$ cat config.mk
export PLATFORM = sky130hd
export DESIGN_NAME = branch_predict_ctrl
export DESIGN_NICKNAME = d
export VERILOG_FILES = /design/src/rtl/branch_predict_ctrl.sv
export SDC_FILE = /design/constraint.sdc
export NUM_CORES = 1
export LEC_CHECK = 0
export ABC_AREA = 1
export BUFFER_PORTS_ARGS = -buffer_cell sky130_fd_sc_hd__buf_2
export CAP_MARGIN = 0
export CORE_MARGIN = 1
export CORE_UTILIZATION = 40
export CTS_BUF_LIST = sky130_fd_sc_hd__clkbuf_4 sky130_fd_sc_hd__clkbuf_8
export DETAILED_ROUTE_END_ITERATION = 8
export HOLD_SLACK_MARGIN = 0.15
export PLACE_DENSITY = 0.54
export SETUP_SLACK_MARGIN = 0.05
export SYNTH_ARGS = -nofsm -noshare
export SYNTH_HDL_FRONTEND = slang
export SYNTH_SLANG_ARGS = --single-unit
$ cat constraint.sdc
create_clock -name clk -period 4.4 [get_ports clk]
set_clock_uncertainty 0.2 [all_clocks]
set_input_delay 0.88 -clock clk [delete_from_list [all_inputs] [get_ports clk]]
set_output_delay 0.88 -clock clk [all_outputs]
set_load 0.05 [all_outputs]
$ cat src/rtl/branch_predict_ctrl.sv
// rtl/branch_predict_ctrl.sv - 2-bit BHT branch predictor with redirect/flush control
//
// Predicts conditional branches in Decode from a table of 2-bit saturating
// counters, resolves the prediction in Execute, drives recovery redirects and
// pipeline flushes, trains the table and keeps two saturating perf counters.
//
// Ports:
//   clk             clock, rising edge
//   reset_n         asynchronous active-low reset
//   PCD             Decode PC (indexes the table with PCD[IDX_W+1:2])
//   BranchD         Decode instruction is a conditional branch
//   StallD          Decode held by the hazard unit
//   FlushEIn        hazard-unit bubble request into Execute
//   BranchE         Execute instruction is a conditional branch
//   NeedBranchE     resolved branch outcome in Execute
//   PredTakenD      prediction for the Decode instruction
//   RedirectD       PC mux selects the Decode target
//   MispredictE     PC mux selects the recovery PC
//   RecoverSelE     recovery PC select: 1 = PC+4, 0 = branch target
//   FlushD          clear the Decode pipeline register
//   FlushE          clear the Execute pipeline register
//   BranchCount     resolved branch count (saturating)
//   MispredictCount mispredict count (saturating)

module branch_predict_ctrl #(
  parameter int XLEN        = 32,
  parameter int BHT_ENTRIES = 64
) (
  input  logic            clk,
  input  logic            reset_n,
  input  logic [XLEN-1:0] PCD,
  input  logic            BranchD,
  input  logic            StallD,
  input  logic            FlushEIn,
  input  logic            BranchE,
  input  logic            NeedBranchE,
  output logic            PredTakenD,
  output logic            RedirectD,
  output logic            MispredictE,
  output logic            RecoverSelE,
  output logic            FlushD,
  output logic            FlushE,
  output logic [31:0]     BranchCount,
  output logic [31:0]     MispredictCount
);

  localparam int IDX_W = $clog2(BHT_ENTRIES);

  localparam logic [1:0] CTR_SNT = 2'b00;
  localparam logic [1:0] CTR_WNT = 2'b01;
  localparam logic [1:0] CTR_ST  = 2'b11;

  // Branch history table and Execute-stage prediction state.
  logic [1:0]       bht_q [BHT_ENTRIES];
  logic             pred_taken_e_q;
  logic             pred_taken_e_d;
  logic [IDX_W-1:0] idx_e_q;
  logic [IDX_W-1:0] idx_e_d;
  logic [31:0]      branch_cnt_q;
  logic [31:0]      branch_cnt_d;
  logic [31:0]      mispredict_cnt_q;
  logic [31:0]      mispredict_cnt_d;

  logic [IDX_W-1:0] idx_dec;
  logic [1:0]       ctr_exe;
  logic [1:0]       ctr_trained;

  // Word-aligned PC: byte-offset bits and bits above the index are not used.
  logic unused_pcd;
  assign unused_pcd = ^{PCD[XLEN-1:IDX_W+2], PCD[1:0]};

  // ---------------------------------------------------------------------------
  // Decode: prediction and early redirect
  // ---------------------------------------------------------------------------
  assign idx_dec = PCD[IDX_W+1:2];

  // Plain read with no bypass: a same-cycle training write to this index is
  // only seen by the following cycle.
  assign PredTakenD = bht_q[idx_dec][1];

  // An Execute mispredict squashes whatever is in Decode, so it overrides any
  // Decode redirect.
  assign RedirectD = BranchD & PredTakenD & ~StallD & ~MispredictE;

  // ---------------------------------------------------------------------------
  // Execute: resolution and recovery
  // ---------------------------------------------------------------------------
  assign MispredictE = BranchE & (NeedBranchE ^ pred_taken_e_q);

  // Predicted taken but not taken -> fall through to PC+4; predicted
  // not-taken but taken -> go to the branch target.
  assign RecoverSelE = pred_taken_e_q;

  assign FlushD = RedirectD | MispredictE;
  assign FlushE = MispredictE | FlushEIn;

  // ---------------------------------------------------------------------------
  // Next-state logic
  // ---------------------------------------------------------------------------
  always_comb begin
    pred_taken_e_d = PredTakenD & BranchD;
    idx_e_d        = idx_dec;
    // A bubble or a squashed Decode slot enters Execute with no prediction.
    if (FlushEIn || MispredictE) begin
      pred_taken_e_d = 1'b0;
      idx_e_d        = '0;
    end
  end

  always_comb begin
    ctr_exe     = bht_q[idx_e_q];
    ctr_trained = ctr_exe;
    if (NeedBranchE) begin
      if (ctr_exe != CTR_ST) begin
        ctr_trained = ctr_exe + 2'd1;
      end
    end else begin
      if (ctr_exe != CTR_SNT) begin
        ctr_trained = ctr_exe - 2'd1;
      end
    end
  end

  always_comb begin
    branch_cnt_d     = branch_cnt_q;
    mispredict_cnt_d = mispredict_cnt_q;
    if (BranchE && (branch_cnt_q != 32'hFFFF_FFFF)) begin
      branch_cnt_d = branch_cnt_q + 32'd1;
    end
    if (MispredictE && (mispredict_cnt_q != 32'hFFFF_FFFF)) begin
      mispredict_cnt_d = mispredict_cnt_q + 32'd1;
    end
  end

  // ---------------------------------------------------------------------------
  // State registers
  // ---------------------------------------------------------------------------
  always_ff @(posedge clk or negedge reset_n) begin
    if (!reset_n) begin
      pred_taken_e_q   <= 1'b0;
      idx_e_q          <= '0;
      branch_cnt_q     <= '0;
      mispredict_cnt_q <= '0;
    end else begin
      pred_taken_e_q   <= pred_taken_e_d;
      idx_e_q          <= idx_e_d;
      branch_cnt_q     <= branch_cnt_d;
      mispredict_cnt_q <= mispredict_cnt_d;
    end
  end

  // Every entry starts weakly not-taken so one taken outcome flips it.
  always_ff @(posedge clk or negedge reset_n) begin
    if (!reset_n) begin
      for (int i = 0; i < BHT_ENTRIES; i++) begin
        bht_q[i] <= CTR_WNT;
      end
    end else if (BranchE) begin
      bht_q[idx_e_q] <= ctr_trained;
    end
  end

  assign BranchCount     = branch_cnt_q;
  assign MispredictCount = mispredict_cnt_q;

endmodule

Word-level counts from Yosys, hierarchy flattened
Index checks and enable logic that the tools add are counted.
{ "classes": {"addsub": 4, "order_cmp": 3, "n_eq_ne": 3, "n_mux": 14, "bitwise": 11, "reduce_logical": 5} }
{ "op_table": {"columns": ["op", "n"], "rows": [
  ["bitwise mux 128 bit", 1],
  ["adder 32 x 1 -> 32 bit, second input constant", 2],
  ["inequality test 32 bit, second input constant", 2],
  ["binary-select mux 2 bit (select 6 bit)", 2],
  ["2-to-1 mux 2 bit", 8],
  ["greater-or-equal comparator 7 bit, second input constant", 2],
  ["inverter 6 -> 7 bit", 2],
  ["demux 2 bit (select 6 bit)", 1],
  ["less-than comparator 7 x 1 -> 1 bit, second input constant", 1],
  ["2-to-1 mux 6 bit", 1],
  ["AND 1 bit", 4],
  ["logical AND 1 bit", 3],
  ["adder 2 x 1 -> 2 bit, second input constant", 1],
  ["inequality test 2 bit, second input constant", 1],
  ["inverter 1 bit", 2],
  ["OR 1 bit", 2],
  ["nonzero test 2 bit", 1],
  ["subtractor 2 x 1 -> 2 bit, second input constant", 1],
  ["logical OR 1 bit", 1],
  ["2-to-1 mux 1 bit", 1],
  ["bitwise XOR 1 bit", 1]
]} }
{ "totals": {"regBits": 199, "inputBits": 39, "output_inout_bits": 70, "wordCells": 108} }

Longest topological paths before layout
{ "depth": {"word_depth": 8, "mapped_depth": 20, "mapped_depth_nobuf": 16} }

Least setup slack after synthesis
OpenSTA, ideal clock, no wires.
{ "synth_path": {"kind": "input-to-output", "startpoint": "in PCD[2]", "endpoint": "out RedirectD", "t_arrival_ps": 3199, "required_ps": 3320, "setup_slack_ps": 121, "stages": 14, "path_buffers": 3, "cell_sequence": "clkbuf_1 inv_1 buf_2 buf_1 nand2_1 nand3_1 nand3_1 nand2_1 nand2_1 nand3_1 nand3_1 nand2_1 nand3b_1 nor2_1"} }
{ "synth_between": {"elab_chain_len": 7} }
{ "synth_rtl": {"columns": ["item", "line_no", "text"], "rows": [
  ["start, declared", "31", "input logic [XLEN-1:0] PCD,"],
  ["inverter 6 -> 7 bit (not written as such)", "79", "assign PredTakenD = bht_q[idx_dec][1];"],
  ["binary-select mux 2 bit (select 6 bit)", "79", null],
  ["2-to-1 mux 2 bit (not written as such) (2 in a row)", "79", null],
  ["named net PredTakenD", "37", "output logic PredTakenD,"],
  ["AND 1 bit (3 in a row)", "83", "assign RedirectD = BranchD & PredTakenD & ~StallD & ~MispredictE;"],
  ["end, declared", "38", "output logic RedirectD,"]
]} }
The timed path passes the listed nets, and every way through them passes these cells. The select of a mux whose other input is x is not followed.

Worst setup path in the final report
{ "layout_path": {"startpoint": "in PCD[2]", "endpoint": "out FlushD"} }
{ "layout_between": {"elab_chain_len": 8} }
{ "layout_rtl": {"columns": ["item", "line_no", "text"], "rows": [
  ["inverter 6 -> 7 bit (not written as such)", "79", null],
  ["binary-select mux 2 bit (select 6 bit)", "79", null],
  ["2-to-1 mux 2 bit (not written as such) (2 in a row)", "79", null],
  ["AND 1 bit (3 in a row)", "83", null],
  ["OR 1 bit", "94", "assign FlushD = RedirectD | MispredictE;"],
  ["end, declared", "41", "output logic FlushD,"]
]} }
No other way between the ends. The select of a mux whose other input is x is not followed.

==> impl_metrics.env <==
export IMPL_setup_viol=0
export IMPL_p_leak_nw=6.548
export IMPL_ys_seq_area_share_pct=43.74
export IMPL_rsz0062_at_grt="false"
export IMPL_num_vias=10780
export IMPL_worst_slew_pin_slew_ns=0.8783
export IMPL_setup_slack_ns=0.5381
export IMPL_die_w_um=172.1
export IMPL_yosys_top_cells_count="772 x nand2_1, 170 x inv_1, 163 x nand3_1"
export IMPL_synth_cells=1701
export IMPL_tritoncts="done"
export IMPL_dp_slack_ns=0.5989
export IMPL_cp_required_ns=3.32
export IMPL_grt_overflow=0
export IMPL_dieHeight_um=172.1
export IMPL_slew_violations=0
export IMPL_rows=61
export IMPL_clk_pin_slew_ns=0.11
export IMPL_path_cells="buf_2, buf_4, a21oi_1, o21ai_0, nand3_1, nand2_1, nand2_1, nand3_1, nand3_1, nand2_1, nand3b_1, o21ai_0, buf_2"
export IMPL_grt_max_degree=101
export IMPL_syn_to_final_growth_pct=11.19
export IMPL_reg2reg_to="bht_q[65]"
export IMPL_ant_nets=0
export IMPL_cts_resized=0
export IMPL_diodes=0
export IMPL_avgSynthCellArea_um2=6.801
export IMPL_postLayoutCoreUtil_pct=45.80
export IMPL_wl_per_cell_um=16.18
export IMPL_synthArstFlopShare_pct=100.0
export IMPL_portBuffers=82
export IMPL_insertion_delay_ns=0.51
export IMPL_start_util_pct=41.19
export IMPL_netlist_top_cells_area="dfrtp_1 29%, nand2_1 25%, dfstp_2 15%"
export IMPL_layout_drive_gt1_share_pct=12.47
export IMPL_period_share_pct=87.77
export IMPL_postCtsSetupRepairBufs=0
export IMPL_yosysTopAreaCell="dfrtp_1"
export IMPL_grt_pass1_vias=10380
export IMPL_yosysMostFrequentCell="nand2_1"
export IMPL_layout_min_cycle_time_ns=3.862
export IMPL_hp_class="in -> async"
export IMPL_cts_made_buffers=17
export IMPL_p_sw_mw=1.856
export IMPL_via_per_inst=4.979
export IMPL_p_per_area_nw_per_um2=367.1
export IMPL_synth_area_um2=11570
export IMPL_place_gp_congestion=0.9362
export IMPL_clockRootBuffer="clkbuf_8"
export IMPL_peakVddDrop_mv=0.3294
export IMPL_path_max_fanout=22
export IMPL_drt_first_iter_violations=759
export IMPL_cts_buffer_depth=2
export IMPL_pwr_share_clk_pct=27.0
export IMPL_track_usage_pct=25.02
export IMPL_r2r_start="idx_e_q[1]"
export IMPL_cts_sinks=199
export IMPL_ys_warn_count=0
export IMPL_status="complete, no violations"
export IMPL_swShare_pct=39.30
export IMPL_max_cap_violations=0
export IMPL_synth_edf_count=0
export IMPL_syn_num_nets=1742
export IMPL_drt_pass1_iter_count=5
export IMPL_worstPathArrival_ns=2.78
export IMPL_drc=0
export IMPL_cp_slowest_cell="buf_4"
export IMPL_end_kind="output pin"
export IMPL_max_freq_mhz=258.9
export IMPL_worstRegToRegCells=13
export IMPL_coreArea_um2=28090
export IMPL_final_nets=1816
export IMPL_dp_final_hpwl_mm=23.58
export IMPL_rrSetupSlack_ns=1.07
export IMPL_grt_first_pass_wirelength_mm=56.30
export IMPL_slowest_delay_ns=0.32
export IMPL_grt_antenna_before_repair=0
export IMPL_path_class="in -> out"
export IMPL_htreeDepth=4
export IMPL_hold_buffers=0
export IMPL_io_pins=109
export IMPL_ys_ff_latch=199
export IMPL_combPwrFrac_pct=24.9
export IMPL_critPathLaunchType="input pin"
export IMPL_dieArea_um2=29610
export IMPL_p_int_mw=2.867
export IMPL_slew_limit_headroom_pct=41.45
export IMPL_synth_top_area_share_pct=29.20
export IMPL_yosysUniqueCellTypes=33
export IMPL_synth_main_ff_cell="dfrtp_1"
export IMPL_p_seq_share_pct=48.2
export IMPL_routed_wl_mm=35.04
export IMPL_finalHoldViolations=0
export IMPL_setup_tns_final_ns=0
==> power groups by stage <==
stage                     logic [mW]  clock network, mW  registers (mW)
after floorplan                0.663                  0            2.44
after global placement          1.17                  0            2.31
after detailed placement        1.18                  0            2.31
after CTS                       1.18               1.30            2.28
after global routing            1.30               1.38            2.31
final                           1.17               1.27            2.27
==> cell type report <==
class	count	area [um^2]
sequential	199	5061
clock inverter	14	172.7
timing repair buffer	111	699.4
clock buffer	18	247.7
multi-input combinational	1271	5553
fill	2980	15220
inverter	175	656.9
tap	378	473.0
==> flip-flops by register name (all words and copies together), names as in the netlist <==
register,count
bht_q,128
BranchCount,32
MispredictCount,32
idx_e_q,6
RecoverSelE,1
==> per-stage QoR <==
step                      instances  cell area (um^2)  power [mW]  hold slack [ns]
after floorplan                1701             11570       3.100           0.2465
after global placement         2134             12440       3.478           0.2542
after detailed placement       2134             12440       3.485           0.2554
after CTS                      2166             12860       4.762           0.2733
after global routing           2166             12860       4.986           0.2776
final                          2166             12860       4.723           0.2301
==> routing by layer <==
layer | track usage [%] | wire [um]
met3 | 3.914 | 1818
met2 | 40.62 | 16080
met5 | 0 | 0
met1 | 34.13 | 16420
met4 | 7.695 | 723
==> critical path, delay by kind of cell <==
kind	cells	cell delay (ns)
buffers and inverters	3	0.88
AND/OR/NAND/NOR	7	0.74
AO/OA/AOI/OAI	3	0.25
==> worst max path at each step <==
stage | startpoint | to | slack [ns] | cells past startpoint
after detailed placement | PCD[2] | FlushD | 0.60 | 13
final | PCD[2] | FlushD | 0.54 | 13
after global placement | PCD[2] | FlushD | 0.61 | 13
after global routing | PCD[2] | FlushD | 0.37 | 13
after floorplan | PCD[2] | RedirectD | 0.12 | 14
after CTS | PCD[2] | FlushD | 0.59 | 13
==> kinds of logic after synthesis <==
logic type	after synthesis	share of synthesized area, %
and+or+nand+nor	1184	42.00
AOI/OAI and AO/OA	24	1.125
xor gates and xnor gates	61	4.618
DFF	199	43.74
adders and majority gates	2	0.2163
buffers and inverters	231	8.306
==> placed cells by master (no fill, tap or decap), drive strengths merged, types with 19 or more instances in the layout <==
master	count
buf	110
clkbuf	19
dfrtp	135
dfstp	64
inv	180
nand2	775
nand3	163
nand4	25
nor2	155
nor3	41
xnor2	20
xor2	41
Power figures use the tool's default switching activity.
